### config.mk
export PLATFORM = sky130hd
export DESIGN_NAME = ysyx_22040237_fetch_ctrl
export DESIGN_NICKNAME = d
export VERILOG_FILES = /design/src/rtl/ysyx_22040237_fetch_ctrl.sv
export SDC_FILE = /design/constraint.sdc
export NUM_CORES = 1
export LEC_CHECK = 0
export CORE_MARGIN = 1.5
export CORE_UTILIZATION = 48
export CTS_BUF_LIST = sky130_fd_sc_hd__clkbuf_4
export DETAILED_ROUTE_END_ITERATION = 10
export PLACE_DENSITY = 0.95
export SLEW_MARGIN = 10
export SYNTH_ARGS = -nofsm -noshare
export SYNTH_HDL_FRONTEND = slang
export SYNTH_SLANG_ARGS = --single-unit
### constraint.sdc
create_clock -name clk -period 5.9 [get_ports clk]
set_input_delay 0.885 -clock clk [delete_from_list [all_inputs] [get_ports clk]]
set_output_delay 0.885 -clock clk [all_outputs]
set_load 0.02 [all_outputs]
### src/rtl/ysyx_22040237_fetch_ctrl.sv
// Fetch/execute sequencer for the single-cycle RV64 core.
// Each instruction goes through FETCH (request handshake), WAIT (response),
// EXEC (one-cycle commit pulse). The core stops for good on ebreak, an illegal
// instruction or a misaligned PC, until the next reset.
// Optional feature: define YSYX_22040237_FETCH_TIMEOUT_EN to bound the WAIT state;
// a memory that stays silent for TIMEOUT cycles then halts the core with cause 3.
module ysyx_22040237_fetch_ctrl #(
  parameter int          CNT_W    = 64,
  parameter int          TIMEOUT  = 255,
  parameter logic [31:0] NOP_INST = 32'h00000013
) (
  input  logic             clk,
  input  logic             rst,
  input  logic [31:0]      pc_in,
  output logic             imem_req_valid,
  input  logic             imem_req_ready,
  output logic [31:0]      imem_req_addr,
  input  logic             imem_rsp_valid,
  input  logic [31:0]      imem_rsp_data,
  output logic [31:0]      inst_out,
  output logic             core_step_en,
  input  logic             ebreak_in,
  input  logic             invalid_inst_in,
  output logic             halted,
  output logic [1:0]       halt_cause,
  output logic [CNT_W-1:0] retired_cnt
);

  typedef enum logic [2:0] {
    S_IDLE  = 3'd0,
    S_FETCH = 3'd1,
    S_WAIT  = 3'd2,
    S_EXEC  = 3'd3,
    S_HALT  = 3'd4
  } state_t;

  localparam logic [1:0] CAUSE_EBREAK  = 2'd1;
  localparam logic [1:0] CAUSE_INVALID = 2'd2;
  localparam logic [1:0] CAUSE_ADDR    = 2'd3;

  state_t      state;
  logic [31:0] addr_q;
  logic        pc_misaligned;
  logic        fetch_go;
  logic        cnt_full;

  // The request must be visible in the very first FETCH cycle (3 cycles per
  // instruction with a zero-wait memory), and pc_in only settles on the edge
  // that enters FETCH, so valid/addr are decoded from state rather than
  // registered. pc_in cannot move while we sit in FETCH, which keeps the
  // address stable until the handshake completes.
  assign pc_misaligned  = (pc_in[1:0] != 2'b00);
  assign fetch_go       = (state == S_FETCH) && !pc_misaligned;
  assign cnt_full       = &retired_cnt;

  assign imem_req_valid = fetch_go;
  assign imem_req_addr  = fetch_go ? pc_in : addr_q;
  // The decoder flags are only known during EXEC, so the commit pulse is
  // gated combinationally: an illegal instruction must never commit.
  assign core_step_en   = (state == S_EXEC) && !invalid_inst_in;

`ifdef YSYX_22040237_FETCH_TIMEOUT_EN
  localparam logic [7:0] WAIT_LAST = 8'(TIMEOUT - 1);
  logic [7:0] wait_cnt;
  logic       wait_expired;
  assign wait_expired = (wait_cnt == WAIT_LAST);
`else
  logic unused_timeout;
  assign unused_timeout = (TIMEOUT != 0);
`endif

  // Sequencer: state, held instruction, last fetch address and halt status
  always_ff @(posedge clk or posedge rst) begin
    if (rst) begin
      state      <= S_IDLE;
      addr_q     <= '0;
      inst_out   <= NOP_INST;
      halted     <= 1'b0;
      halt_cause <= 2'd0;
`ifdef YSYX_22040237_FETCH_TIMEOUT_EN
      wait_cnt   <= '0;
`endif
    end else begin
      case (state)
        S_IDLE: begin
          state <= S_FETCH;
        end
        S_FETCH: begin
          if (pc_misaligned) begin
            state      <= S_HALT;
            halted     <= 1'b1;
            halt_cause <= CAUSE_ADDR;
          end else if (imem_req_ready) begin
            state  <= S_WAIT;
            addr_q <= pc_in;
`ifdef YSYX_22040237_FETCH_TIMEOUT_EN
            wait_cnt <= '0;
`endif
          end
        end
        S_WAIT: begin
          if (imem_rsp_valid) begin
            inst_out <= imem_rsp_data;
            state    <= S_EXEC;
          end
`ifdef YSYX_22040237_FETCH_TIMEOUT_EN
          else if (wait_expired) begin
            state      <= S_HALT;
            halted     <= 1'b1;
            halt_cause <= CAUSE_ADDR;
          end else begin
            wait_cnt <= wait_cnt + 8'd1;
          end
`endif
        end
        S_EXEC: begin
          if (invalid_inst_in) begin
            state      <= S_HALT;
            halted     <= 1'b1;
            halt_cause <= CAUSE_INVALID;
          end else if (ebreak_in) begin
            state      <= S_HALT;
            halted     <= 1'b1;
            halt_cause <= CAUSE_EBREAK;
          end else begin
            state <= S_FETCH;
          end
        end
        S_HALT: begin
          state <= S_HALT;
        end
        default: begin
          state <= S_HALT;
        end
      endcase
    end
  end

  // Retired-instruction counter, sticks at all-ones instead of wrapping
  always_ff @(posedge clk or posedge rst) begin
    if (rst) begin
      retired_cnt <= '0;
    end else if (core_step_en && !cnt_full) begin
      retired_cnt <= retired_cnt + CNT_W'(1);
    end
  end

endmodule

==> flow_metrics.tcl <==
set metrics [dict create \
    cts_setup_buffers 0 \
    synth_top_family_by_area "simple AND/OR/NAND/NOR gates" \
    area_after_detailed_placement_mm2 0.00847 \
    xor_and_xnor_area_share_after_synthesis_pct 8.67 \
    power_frac_seq_pct 48.8 \
    power-per-cell-area_mw_per_mm2 262 \
    p_int_mw 1.61 \
    grt_first_pass_wirelength_um 24100 \
    grt_remaining_overflow 0 \
    timing.critical_path.slowest_stage_cell "sky130_fd_sc_hd__clkdlybuf4s50_1" \
    sequential_cell_area_fraction_in_the_yosys_report_pct 53.6 \
    finalWorstPathRequiredPeriod_ns 3.88 \
    total_core_area_mm2 0.0127 \
    cts_buffer_depth 2 \
    worstHoldEndpoint "halted" \
    worst_setup_hold_path_clk_slew_ns 0.09 \
    reg2reg_to "retired_cnt[55]" \
    status "complete, no violations" \
    syn2layout_area_growth_pct 38.8 \
    critical_path.cell_chain "clkdlybuf4s50_1 -> nor4_4 -> buf_4 -> mux2_2 -> clkdlybuf4s50_1" \
    power.static_leakage_nw 3.82 \
    layout-drive-gt1-share_pct 20.0 \
    grt_start_max_net_pins 80 \
    dr.first_iter.drc_count 294 \
    switching_share_pct 29.3 \
    place_inst 874 \
    cp.required_ns 5.02 \
    root_buffer "sky130_fd_sc_hd__clkbuf_4" \
    syn-cell-area_mm2 0.00626 \
    port_buffer_cells 202 \
    asyncSetResetFlopFracSynth_pct 100 \
    worst_slew_margin_relative_to_its_limit_pct 38.5 \
    maximum_vdd_drop_mv 0.193 \
    globalplace.congestion 0.920 \
    post-layout-total-power_mw 2.27 \
    max_cap_viol_count 0 \
    post_route_clock_skew_ns 0.0251 \
    avgViaCountPerCell 5.32 \
    yosys.area_share.adder_pct 0.200 \
    cts_max_level 4 \
    synth-compound-area-share_pct 1.46 \
    cts_tree "built" \
    switching_power_mw 0.666 \
    synth_mux_area_share_pct 16.9 \
    cts-buffers-inserted 17 \
    timing_worst_slew_pin_value_ns 0.923 \
    postLayoutCellArea_mm2 0.00869 \
    post-dp-hpwl_um 11400 \
    critical_path.max_fanout 36 \
    multi_input_logic_area_mm2 0.00282 \
    ff2ff_setup_slack_ns 3.32 \
    post_cts.resized_instances 0 \
    worst_hold_start "halted" \
    final_core_utilization_pct 68.6 \
    setup_violations 0 \
    worst_ep_arrival_time_ns 2.99 \
    via_count 4828 \
    critPathCaptureType "primary output" \
    final-max-slew-violation-count 0 \
    fmax_ghz 0.258 \
    number_of_antenna_violations_at_the_first_check_in_global_routing 1 \
    die_height_um 117 \
    final.setup.tns_ns 0 \
    worst_path_largest_cell_delay_ns 0.56 \
    finalCritPeriodShare_pct 65.7 \
    overall_fraction_of_global_route_tracks_in_use_pct 23.0 \
    grt_pass1_vias 4763 \
    finish.cell_count_without_fillers 907 \
    boundary_pin_count 203 \
    min-delay-path-class "register to register" \
    drc 0 \
    yosysUniqueCellTypes 47 \
    synth_nets 582 \
    power.combinational.fraction_pct 29.5 \
    final_cell_mix "sky130_fd_sc_hd__clkdlybuf4s50_1 (202), sky130_fd_sc_hd__dfrtp_1 (131), sky130_fd_sc_hd__mux2_2 (94)" \
    synthesis.area_per_instance_um2 12.3 \
    grt_setup_unrepaired "false" \
    hold_depth 1 \
    finish.net_count 792 \
    worst_skew_pair.late_latency_ns 0.54 \
    synth_ff_type "sky130_fd_sc_hd__dfrtp_1" \
    first_pass_detailed_route_iteration_total 5 \
    totalWireLength_um 15400 \
    regArea_mm2 0.00336 \
    cts_hold_repair.buffers 0 \
    path_common_cell "sky130_fd_sc_hd__clkdlybuf4s50_1" \
    numClockSinks 134 \
    die_outline_area_mm2 0.0137 \
    synth_enable_flop_cells 0 \
    start_util_pct 49.4 \
    final_hold_viol_count 0 \
    crit_path_start_kind "input port" \
    critical_path.reg2reg.startpoint "retired_cnt[50]" \
    die_w_um 117 \
    antenna_left 0 \
    num-fill-cells 918 \
    layout.cells.most_common "sky130_fd_sc_hd__clkdlybuf4s50_1" \
    dr_wl_cell_um 17.0 \
    synth-simple-area-share_pct 17.5 \
    p_clk_share_pct 21.6 \
    path_class "input port to primary output" \
    ys.warnings.count 0 \
    ys_seq_elements 134 \
    placement_rows 41 \
    synthCells 511 \
    r2r.worst_path.cells 6 \
]
## cell type report
type / count / area share [%]
Sequential cell: 134 / 38.6
Timing Repair Buffer: 205 / 23.5
Clock inverter: 9 / 0.475
Clock buffer: 23 / 1.99
Tap cell: 172 / 2.48
Multi-Input combinational cell: 353 / 32.4
Antenna cell: 1 / 0.0288
Inverter: 10 / 0.461
## synth_stat cells, types with 2 or more instances
master                     count  area [um2]
sky130_fd_sc_hd__nor4_4        2        42.5
sky130_fd_sc_hd__dfrtp_1     131        3280
sky130_fd_sc_hd__a21oi_1       2        10.0
sky130_fd_sc_hd__nor2_1       27         101
sky130_fd_sc_hd__xnor2_1      25         219
sky130_fd_sc_hd__o22a_1        2        17.5
sky130_fd_sc_hd__and2_1        8        50.1
sky130_fd_sc_hd__mux2_2       94        1060
sky130_fd_sc_hd__clkbuf_1      7        26.3
sky130_fd_sc_hd__nand2b_1      2        12.5
sky130_fd_sc_hd__nor3_1       18        90.1
sky130_fd_sc_hd__nand4_1      23         144
sky130_fd_sc_hd__nor4_1        7        43.8
sky130_fd_sc_hd__and4_1       11        96.3
sky130_fd_sc_hd__buf_4         2        15.0
sky130_fd_sc_hd__xor2_1       37         324
sky130_fd_sc_hd__dfstp_2       3        78.8
sky130_fd_sc_hd__inv_1         9        33.8
sky130_fd_sc_hd__nor4_2        2        25.0
sky130_fd_sc_hd__nand2_1      31         116
sky130_fd_sc_hd__nand3_1      24         120
sky130_fd_sc_hd__or3_1         2        12.5
sky130_fd_sc_hd__buf_2         4        20.0
sky130_fd_sc_hd__nor4b_2       2        30.0
sky130_fd_sc_hd__or2_2         2        12.5
sky130_fd_sc_hd__nor2b_1       4        25.0
sky130_fd_sc_hd__and3_1       10        62.6
## layer usage
layer	GRT usage (%)	vias to the layer above	wire [um]
li1	-	2251	-
met1	29.3	2336	6310
met2	36.6	208	7660
met3	6.49	33	1030
met4	10.5	0	400
met5	0	-	0
## power by group through the flow
stage | Combinational, mW | Clock, mW | Sequential [mW]
global placement | 0.659 | 0 | 1.12
global route | 0.713 | 0.542 | 1.13
detailed placement | 0.675 | 0 | 1.13
finish | 0.672 | 0.492 | 1.11
floorplan | 0.300 | 0 | 1.17
CTS | 0.679 | 0.505 | 1.11
## worst max-delay path by stage
| stage | from | end | slack [ns] | cells after the start |
|---|---|---|---|---|
| floorplan | rst | addr_q[0] | 1.44 | 1 |
| global placement | pc_in[0] | imem_req_addr[13] | 2.10 | 5 |
| detailed placement | pc_in[0] | imem_req_addr[19] | 2.03 | 5 |
| CTS | pc_in[0] | imem_req_addr[19] | 2.02 | 5 |
| global route | pc_in[0] | imem_req_addr[19] | 1.95 | 5 |
| finish | pc_in[0] | imem_req_addr[19] | 2.02 | 5 |
## through the flow
step	setup slack [ns]	hold slack, ns
2_1_floorplan	1.44	0.445
3_3_place_gp	2.10	0.458
3_5_place_dp	2.03	0.472
4_1_cts	2.02	0.494
5_1_grt	1.95	0.514
6_report	2.02	0.493
## sequential cells by signal (all words and copies together), names as in the netlist
signal,cells
addr_q,32
halt_cause,2
halted,1
inst_out,32
retired_cnt,64
state,3
## cells by family after synthesis
kind of cell               count (synthesis)
xor gates and xnor gates                  62
and+or+nand+nor                          186
DFF                                      134
buffers and inverters                     24
adders and majority gates                  1
muxes                                     94
AOI/OAI and AO/OA                         10
## worst max-delay path, delay by kind of cell
family | cells | cell delay (ns)
buffers and inverters | 3 | 1.42
and+or+nand+nor | 1 | 0.27
muxes | 1 | 0.40
Power figures use the tool's default switching activity.
==> RTL change (same flow settings) <==
Make the reset (`rst`) synchronous in 2 clocked blocks.
--- a/src/rtl/ysyx_22040237_fetch_ctrl.sv
+++ b/src/rtl/ysyx_22040237_fetch_ctrl.sv
@@ -70,7 +70,7 @@
 `endif
 
   // Sequencer: state, held instruction, last fetch address and halt status
-  always_ff @(posedge clk or posedge rst) begin
+  always_ff @(posedge clk) begin
     if (rst) begin
       state      <= S_IDLE;
       addr_q     <= '0;
@@ -137,7 +137,7 @@
   end
 
   // Retired-instruction counter, sticks at all-ones instead of wrapping
-  always_ff @(posedge clk or posedge rst) begin
+  always_ff @(posedge clk) begin
     if (rst) begin
       retired_cnt <= '0;
     end else if (core_step_en && !cnt_full) begin
Function: differs if rst is asserted again (counterexample within 4 cycles, from zero or initial values and one cycle with rst high); with rst held inactive, the same outputs for 4 cycles.
==> RTL change against the unedited design <==
Sequential cell count unchanged; wire length up 13%; critical path depth up 3; worst setup slack worse by 0.52 ns; first-iteration DRC count rose to 2.5 times the old value; synthesized area down 1.8%; global-route usage up 1.8 points; worst hold slack worse by 0.035 ns; design area down 2.8%; largest cell class is now multi-input gates.
Power is not compared: it rests on default switching activity, and its combinational part moved more than twofold at a synthesized area within 25%.
==> RTL change: results (changes against the unedited design) <==
[critical_path]
cp_max_fo = 34  ; was 36
reg2regPathDepth = 7  ; was 6
critPathMaxStageDelay_ns = 0.77  ; was 0.56 ns
crit_arrival_ns = 3.51  ; was 2.99 ns
worst_r2r_startpoint = state[1]  ; was retired_cnt[50]
r2r_end = addr_q[13]  ; was retired_cnt[55]
cp_slowest_cell = inv_1  ; was clkdlybuf4s50_1

[synthesis]
synthFlopType = dfxtp_1  ; was dfrtp_1
synth_commonest_cells = 246 x nand2_1, 134 x dfxtp_1, 107 x a21oi_1, 41 x nor2_1, 35 x clkbuf_1  ; was 131 x dfrtp_1, 94 x mux2_2, 37 x xor2_1, 31 x nand2_1, 27 x nor2_1
synth.distinct_cells = 44  ; was 47
synth_seq_area_share = 0.4362  ; was 0.5360
synth_fa_ha_area_frac = 0.002035  ; was 0.001998
synth_area_leaders = dfxtp_1 44%, nand2_1 15%, a21oi_1 8.7%  ; was dfrtp_1 52%, mux2_2 17%, xor2_1 5.2%
synth_compound_area_frac = 0.1502  ; was 0.01458
synth_nets = 882  ; was 582
async_flop_share = 0  ; was 1.000

[min_path]
worstHoldStart = addr_q[3]  ; was halted
holdPathEnd = addr_q[3]  ; was halted

[cells_and_area]
final_cells = 1178  ; was 907
diodes = 0  ; was 1
final_nets = 1065  ; was 792
layout-drive-gt1-share = 0.05368  ; was 0.2003
nFillCells = 980  ; was 918
reg.largest.list = retired_cnt x64, addr_q x32, inst_out x32  ; unchanged

[route]
vias_per_cell = 5.470  ; was 5.323
wl_um = 17440  ; was 15400 µm
drtIter0Drc = 742  ; was 294
met3_length_um = 1534  ; was 1027 µm
firstDrtPassIters = 7  ; was 5
routed-wl-met2_um = 8421  ; was 7660 µm
wl_met1_um = 7173  ; was 6306 µm

[grt]
grt_pass1_vias = 5515  ; was 4763
grt_use_met2 = 0.4255  ; was 0.3663
antenna_found_initial = 0  ; was 1
gr-usage-met3 = 0.07680  ; was 0.06488
grt.total_usage = 0.2483  ; was 0.2302
use_met1 = 0.2933  ; was 0.2934
grt_pass1_wl_um = 26650  ; was 24050 µm

[timing]
fin_crit_sh = 0.7442  ; was 0.6568
skew_ns = 0.01496  ; was 0.02506 ns
hold-worst-slack_ns = 0.4584  ; was 0.4931 ns

[run_status]
status = finished clean  ; unchanged

[placed_design]
finalWeightedCongestion = 0.8363  ; was 0.9204
place_hpwl_um = 12210  ; was 11440 µm

-- RTL change: cell count changes in the layout (fill, tap and decap cells not counted), moves of 17 or more --
cell / change
xor2_1: -29
dfxtp_1: +134
o31ai_1: +17
o21ai_0: +23
dfrtp_1: -131
or4_1: +17
or3_1: +19
a21oi_1: +105
mux2_2: -88
nand2_1: +216
-- RTL change: layout make-up --
| class | instances | area [µm²] | area share |
|---|---|---|---|
| sequential | 134 | 2683 | 0.3177 |
| clock inverter | 12 | 65.06 | 0.007705 |
| tap | 172 | 215.2 | 0.02549 |
| clock buffer | 19 | 142.6 | 0.01689 |
| multi-input combinational | 620 | 3229 | 0.3824 |
| timing repair buffer | 207 | 2057 | 0.2436 |
| inverter | 14 | 52.55 | 0.006223 |
-- RTL change: stage by stage --
step	instance area, µm²	total power, mW
2_1_floorplan	6150	1.003
3_3_place_gp	8229	1.089
3_5_place_dp	8229	1.091
4_1_cts	8437	1.577
5_1_grt	8444	1.623
6_report	8444	1.565
